==> src/rtl/sdram_disp_rd_sched.sv <==
// Display read scheduler: streams one frame of RGB565 words from the bank the camera is not writing into the display FIFO.
// Latency: 2-cycle FIFO clear after frame_start, then one CHECK cycle before each rd_req; a single request is outstanding at a time.
// Backpressure: waits in CHECK until the FIFO has room for a burst and holds rd_req until rd_ack; RD_TIMEOUT_EN adds a REQ/WAIT watchdog.
module sdram_disp_rd_sched #(
    parameter int                FIFO_DEPTH  = 1024,
    parameter int                BURST_LEN   = 256,
    parameter int                FRAME_WORDS = 307200,
    parameter int                ADDR_W      = 24,
    parameter logic [ADDR_W-1:0] BANK1_BASE  = 24'h100000,
    parameter int                TIMEOUT_CYC = 4096
) (
    input  logic              sdram_clk,
    input  logic              rst_n,
    input  logic              frame_start,
    input  logic              wr_bank,
    input  logic [10:0]       fifo_wrusedw,
    output logic              fifo_aclr,
    output logic              rd_req,
    output logic [ADDR_W-1:0] rd_addr,
    output logic [8:0]        rd_len,
    input  logic              rd_ack,
    input  logic              rd_done,
    output logic              active_bank,
    output logic              frame_busy
`ifdef RD_TIMEOUT_EN
    ,
    output logic              err_timeout
`endif
);

    typedef enum logic [2:0] {IDLE, CLEAR, CHECK, REQ, WAIT, DONE} state_t;

    localparam int               CNT_W     = $clog2(FRAME_WORDS + 1);
    localparam logic [CNT_W-1:0] FRAME_CNT = CNT_W'(FRAME_WORDS);
    localparam logic [CNT_W-1:0] BURST_CNT = CNT_W'(BURST_LEN);
    localparam logic [10:0]      FILL_MAX  = 11'(FIFO_DEPTH - BURST_LEN);

    state_t           state, state_nxt;
    logic [CNT_W-1:0] issued;
    logic [CNT_W-1:0] remaining;
    logic             clr_cnt;
    logic             restart_pend;
    logic             go_clear, burst_done, load_len, frame_end, set_pend, wd_trip;

`ifdef RD_TIMEOUT_EN
    localparam logic [12:0] WD_LAST = 13'(TIMEOUT_CYC - 1);
    logic [12:0] wdog;
`endif

    assign remaining = FRAME_CNT - issued;
    assign fifo_aclr = (state == CLEAR);
    assign rd_req    = (state == REQ);

    always_comb begin
        state_nxt  = state;
        go_clear   = 1'b0;
        burst_done = 1'b0;
        load_len   = 1'b0;
        frame_end  = 1'b0;
        set_pend   = 1'b0;
        wd_trip    = 1'b0;
        case (state)
            IDLE, DONE: begin
                if (frame_start) go_clear = 1'b1;
            end
            CLEAR: begin
                if (clr_cnt) state_nxt = CHECK;
            end
            CHECK: begin
                if (frame_start) begin
                    go_clear = 1'b1;
                end else if (remaining == '0) begin
                    frame_end = 1'b1;
                    state_nxt = DONE;
                end else if (fifo_wrusedw <= FILL_MAX) begin
                    load_len  = 1'b1;
                    state_nxt = REQ;
                end
            end
            REQ: begin
                set_pend = frame_start;
                // ack and done together complete the whole burst in one step
                if (rd_ack && rd_done) burst_done = 1'b1;
                else if (rd_ack)       state_nxt  = WAIT;
            end
            WAIT: begin
                set_pend = frame_start;
                if (rd_done) burst_done = 1'b1;
            end
            default: state_nxt = IDLE;
        endcase
        if (burst_done) begin
            if (restart_pend || frame_start) go_clear = 1'b1;
            else                             state_nxt = CHECK;
        end
        if (go_clear) state_nxt = CLEAR;
`ifdef RD_TIMEOUT_EN
        if ((state == REQ || state == WAIT) && state_nxt == state && wdog == WD_LAST) begin
            wd_trip   = 1'b1;
            state_nxt = DONE;
        end
`endif
    end

    always_ff @(posedge sdram_clk or negedge rst_n) begin
        if (!rst_n) begin
            state        <= IDLE;
            rd_addr      <= '0;
            rd_len       <= '0;
            active_bank  <= 1'b0;
            frame_busy   <= 1'b0;
            issued       <= '0;
            clr_cnt      <= 1'b0;
            restart_pend <= 1'b0;
        end else begin
            state <= state_nxt;
            if (go_clear) begin
                // display the bank the camera is not filling
                active_bank  <= ~wr_bank;
                rd_addr      <= wr_bank ? '0 : BANK1_BASE;
                issued       <= '0;
                frame_busy   <= 1'b1;
                restart_pend <= 1'b0;
                clr_cnt      <= 1'b0;
            end else begin
                if (state == CLEAR) clr_cnt <= 1'b1;
                if (set_pend)       restart_pend <= 1'b1;
                if (load_len)
                    rd_len <= (remaining >= BURST_CNT) ? 9'(BURST_LEN) : 9'(remaining);
                if (burst_done) begin
                    rd_addr <= rd_addr + ADDR_W'(rd_len);
                    issued  <= issued + CNT_W'(rd_len);
                end
                if (frame_end) frame_busy <= 1'b0;
                if (wd_trip) begin
                    frame_busy   <= 1'b0;
                    restart_pend <= 1'b0;
                end
            end
        end
    end

`ifdef RD_TIMEOUT_EN
    always_ff @(posedge sdram_clk or negedge rst_n) begin
        if (!rst_n) begin
            wdog        <= '0;
            err_timeout <= 1'b0;
        end else begin
            if (state_nxt != state)                 wdog <= '0;
            else if (state == REQ || state == WAIT) wdog <= wdog + 13'd1;
            if (wd_trip) err_timeout <= 1'b1;
        end
    end
`endif

endmodule
==> config.mk <==
export PLATFORM = sky130hd
export DESIGN_NAME = sdram_disp_rd_sched
export DESIGN_NICKNAME = d
export VERILOG_FILES = /design/src/rtl/sdram_disp_rd_sched.sv
export SDC_FILE = /design/constraint.sdc
export NUM_CORES = 1
export LEC_CHECK = 0
export BUFFER_PORTS_ARGS = -buffer_cell sky130_fd_sc_hd__buf_2
export CAP_MARGIN = 20
export CORE_MARGIN = 2
export CORE_UTILIZATION = 60
export CTS_CLUSTER_SIZE = 16
export DETAILED_ROUTE_END_ITERATION = 8
export PLACE_DENSITY = 0.9
export SETUP_SLACK_MARGIN = 0.2
export SYNTH_ARGS = -nofsm -noshare
export SYNTH_HDL_FRONTEND = slang
export SYNTH_SLANG_ARGS = --single-unit
==> constraint.sdc <==
create_clock -name sdram_clk -period 4.4 [get_ports sdram_clk]
set_input_delay 0.44 -clock sdram_clk [delete_from_list [all_inputs] [get_ports sdram_clk]]
set_output_delay 0.44 -clock sdram_clk [all_outputs]
set_load 0.005 [all_outputs]
# [Yosys cells after proc, flatten, opt, wreduce, memory -nomap -nowiden]
# Index checks and enable logic that the tools add are counted.
[word_totals] register_bits=59 inputBits=17 output_inout_bits=37 elab_cells=69
[classes] add_sub_neg=3 n_lt_le_gt_ge=2 eq_ne=5 n_mux=37 bitwise=2 n_reduce_logical=12
[ops] operator="$mux 24" count=2
[ops] operator="$mux 19" count=2
[ops] operator="$mux 3" count=9
[ops] operator="$add 24x9->24" count=1
[ops] operator="$mux 21" count=1
[ops] operator="$mux 1" count=20
[ops] operator="$add 19x9->19" count=1
[ops] operator="$ge 19x9->1 const B" count=1
[ops] operator="$logic_not 19->1" count=1
[ops] operator="$sub 19x19->19 const A" count=1
[ops] operator="$pmux 3 s4" count=1
[ops] operator="$le 11x10->1 const B" count=1
[ops] operator="$mux 9" count=1
[ops] operator="$reduce_bool 2->1" count=4
[ops] operator="$eq 3x2->1 const B" count=2
[ops] operator="$eq 3x3->1 const B" count=2
[ops] operator="$reduce_or 3->1" count=2
[ops] operator="$eq 3x1->1 const B" count=1
[ops] operator="$logic_not 3->1" count=1
[ops] operator="$not 1->1" count=2
[ops] operator="$pmux 1 s2" count=1
[ops] operator="$reduce_and 2->1" count=1
[ops] operator="$reduce_or 2->1" count=1
[ops] operator="$logic_and 1x1->1" count=1
[ops] operator="$logic_or 1x1->1" count=1

# [Depth between registers and ports, before layout]
[logic_depth] word_depth=8 ltp_mapped=9 mapped_depth_nobuf=8

# [Least setup slack after synthesis]
# OpenSTA, ideal clock, no wires.
[synth_path] kind="register -> register" start="register rd_len[0]" end="register issued[12]" setup_ns=0.079 t_arrival_ns=2.433 setup_slack_ns=1.888 stages_incl_launch_ff=9 n_path_buf=0 path_cell_list="dfrtp_1 > ha_1 > fa_1 > a211oi_1 > o21ai_0 > a2111oi_0 > nor3_1 > nand3_1 > mux2i_1"
[synth_via] elab_chain_cells=3
[synth_lines] element="from (decl)" line="20" rtl="output logic [8:0] rd_len,"
[synth_lines] element="from (signal assigned)" line="129" rtl="rd_len <= (remaining >= BURST_CNT) ? 9'(BURST_LEN) : 9'(remaining);"
[synth_lines] element="$add 19x9->19" line="132" rtl="issued <= issued + CNT_W'(rd_len);"
[synth_lines] element="$mux 19" line="130" rtl="if (burst_done) begin"
[synth_lines] element="$mux 19" line="117" rtl="if (go_clear) begin"
[synth_lines] element="to (signal assigned)" line="132"
[synth_lines] element="to (decl)" line="39" rtl="logic [CNT_W-1:0] issued;"
# Every way passes these cells. The select of a mux whose other input is x is not followed.
# A chain may end at the register's enable or synchronous reset.

# [Worst setup path in the final report]
[layout_path] start="register issued[0]" end="register issued[12]"
[layout_via] elab_chain_cells=3
[layout_lines] element="$add 19x9->19" line="132"
[layout_lines] element="$mux 19" line="130"
[layout_lines] element="$mux 19" line="117"
# Every way passes these cells. The select of a mux whose other input is x is not followed.

==> results.tsv <==
stage	metric	value	unit
timing	slew_headroom	0.335	
job	cap_violations	0	
setup_path	r2r_start	issued[0]	
floorplanning	core	6350	um2
synthesis	synth_top_area_frac	0.374	
hold_path	min_path_type	primary input to async pin	
synthesis	yosys-top-cells-count	dfrtp_1 (59), nor2_1 (42), xnor2_1 (28)	
synthesis	synthMuxAreaShare	0.0101	
clock_network	cts-htree-levels	3	
timing	finalHoldViolCount	0	
synthesis	synth.area.top_cells	dfrtp_1 (37%), ha_1 (6.3%), xnor2_1 (6.2%)	
cells_and_area	layout-drive-gt1-share	0.188	
power	p_leak	0.00217	uW
setup_path	arrival	3410	ps
synthesis	syn_avg_cell_area	9.31	um2
clock_network	numCtsBuffers	9	
timing	rsz0062_at_grt	false	
cells_and_area	area_growth	13.1	%
grt	grtUsageTotal	0.275	
synthesis	synth_top_area_cell	dfrtp_1	
timing	final.setup.tns	0	ps
routing	vias	3589	
setup_path	worst_setup_path_start_kind	flip-flop	
timing	drv_slew	0	
setup_path	critPathKind	flip-flop to flip-flop	
timing	fin_crit	3130	ps
floorplanning	die-area	7250	um2
routing	drt_pass1_iterations	5	
routing	drc_errors	0	
placement	gp_congestion	0.923	
synthesis	synthCells	424	
setup_path	crit_required	4670	ps
synthesis	synthXorXnorAreaFrac	0.0710	
synthesis	syn_nets	463	
placement	portBuffers	53	
synthesis	synth_compound_area_frac	0.221	
routing	routed_wl	9730	um
routing	ant_nets	0	
synthesis	async_flop_share	1.00	
power	irDropWorstVdd	303	uV
cells_and_area	fin_nets	514	
clock_network	worst_skew_pair.late_latency	350	ps
routing	wl_per_cell	17.5	um
synthesis	synth_adder_area_share	0.0735	
setup_path	worst-path-max-fanout	6	
placement	dp_hpwl	6770	um
grt	grt_pass1_vias	3434	
clock_network	cts_resized	0	
power	cellPowerDensity	350	nW/um2
timing	fin_worst_skew	9.02	ps
floorplanning	ios	54	
synthesis	synth_edf_count	0	
synthesis	yosysMostFrequentCell	dfrtp_1	
cells_and_area	nFillCells	459	
synthesis	synthesis.area	3950	um2
timing	worst_pin_slew	984	ps
synthesis	ys_warn_count	0	
clock_network	clk_pin_slew	70	ps
synthesis	ys_types	66	
timing	setup_viol	0	
setup_path	rr_worst_depth	8	
synthesis	synthSimpleGateAreaFrac	0.216	
floorplanning	rows	29	
floorplanning	die_w	85.1	um
routing	viasPerCell	6.44	
clock_network	post-cts-setup-buffer-count	0	
setup_path	r2r_slack	1270	ps
timing	fmax	319	MHz
floorplanning	die_h	85.1	um
timing	fin_crit_sh	0.712	
clock_network	cts_hold_buf	0	
synthesis	synth_top_family_by_area	compound AO/OA/AOI/OAI gates	
setup_path	worst_setup_path_end_kind	flip-flop	
clock_network	clk_path_buf_depth	2	
grt	antenna_found_initial	0	
synthesis	synth_ff_type	dfrtp_1	
run_status	outcome	finished clean	
routing	drt_iter0_markers	215	
timing	whs	218	ps
setup_path	timing.rr.end	issued[12]	
clock_network	cts_tree	done	
synthesis	ys_seq_area_frac	0.374	
floorplanning	start_util	0.622	
clock_network	cts.sinks	59	
clock_network	cts_root_buffer	clkbuf_8	
synthesis	ys_seq_elements	59	
grt	grt_pass1_wl	16000	um
grt	grt_start_max_net_pins	60	
grt	grt_overflow	0	
cells_and_area	antennaDiodeCount	0	
==> worst max-delay path, cell delays in order (launching register included) <==
cell and delay (ps):
dfrtp_1 440, ha_1 250, fa_1 460, a211oi_1 320, o21ai_0 220, a2111oi_0 710, nor3_1 300, nand3_1 180
mux2i_1 180
==> registers in the layout, indices dropped and copies added, names as in the netlist <==
signal,count
issued,19
rd_addr,24
state,3
clr_cnt,1
restart_pend,1
rd_len,9
frame_busy,1
active_bank,1
==> cells in the final DEF (no fill, tap or decap), types with 3 or more instances in the layout <==
master	instances
a211oi_1	6
a21o_1	6
a21oi_1	21
a22o_1	21
a31oi_1	4
a32o_1	3
a41oi_1	4
and2_1	3
buf_2	53
buf_4	4
clkbuf_8	10
dfrtp_1	59
ha_1	20
inv_1	15
mux2i_1	4
nand2_1	25
nand2b_1	7
nand3_1	19
nand3b_1	4
nand4b_1	3
nor2_1	42
nor2b_1	4
nor3_1	11
nor3b_1	3
nor4_1	13
o211ai_1	6
o21ai_0	17
o22ai_1	4
or2_2	3
or3_1	7
xnor2_1	28
xor2_1	4
==> kinds of logic (layout without fill, tap and decap cells) <==
family / after synthesis / in the layout
AO/OA/AOI/OAI: 117 / 117
XOR/XNOR: 32 / 32
adder cells (fa/ha/maj): 22 / 22
buffers and inverters: 32 / 88
flip-flops: 59 / 59
multiplexers: 4 / 4
AND/OR/NAND/NOR: 158 / 158
==> power by group <==
part	leakage [uW]	switching [uW]	internal, uW
clock	0.0000987	230	276
combinational	0.00127	267	147
sequential	0.000806	62.2	582
total	0.00217	559	1010
==> worst max-delay path by stage <==
stage | end | startpoint | cells after the start
finish | issued[12] | issued[0] | 8
global route | issued[16] | issued[0] | 8
CTS | issued[12] | issued[0] | 8
detailed placement | issued[12] | issued[0] | 8
global placement | issued[12] | issued[0] | 8
floorplan | issued[12] | rd_len[0] | 8
==> cell type report <==
| type | instances | area, um2 | share of cell area |
|---|---|---|---|
| Sequential cell | 59 | 1480 | 0.331 |
| Clock buffer | 10 | 138 | 0.0308 |
| Clock inverter | 6 | 63.8 | 0.0143 |
| Inverter | 15 | 56.3 | 0.0126 |
| Multi-Input combinational cell | 333 | 2340 | 0.524 |
| Tap cell | 77 | 96.3 | 0.0216 |
| Timing Repair Buffer | 57 | 295 | 0.0661 |
==> metal layers <==
layer	vias to the layer above	global-route usage	routed length, um
met5	-	0	0
met4	0	0.114	257
met3	27	0.0564	469
met2	127	0.445	4740
met1	1744	0.362	4260
li1	1691	-	-
==> stage by stage <==
| stage | worst slack [ps] | std cells | cell area (um2) | util | power (uW) |
|---|---|---|---|---|---|
| 6_report | 1270 | 557 | 4460 | 0.703 | 1560 |
| 5_1_grt | 1030 | 557 | 4460 | 0.703 | 1640 |
| 4_1_cts | 1340 | 557 | 4460 | 0.703 | 1560 |
| 3_5_place_dp | 1420 | 541 | 4260 | 0.671 | 1060 |
| 3_3_place_gp | 1570 | 541 | 4260 | 0.671 | 1040 |
| 2_1_floorplan | 1890 | 424 | 3950 | - | 929 |
(Power assumes the default switching activity.)
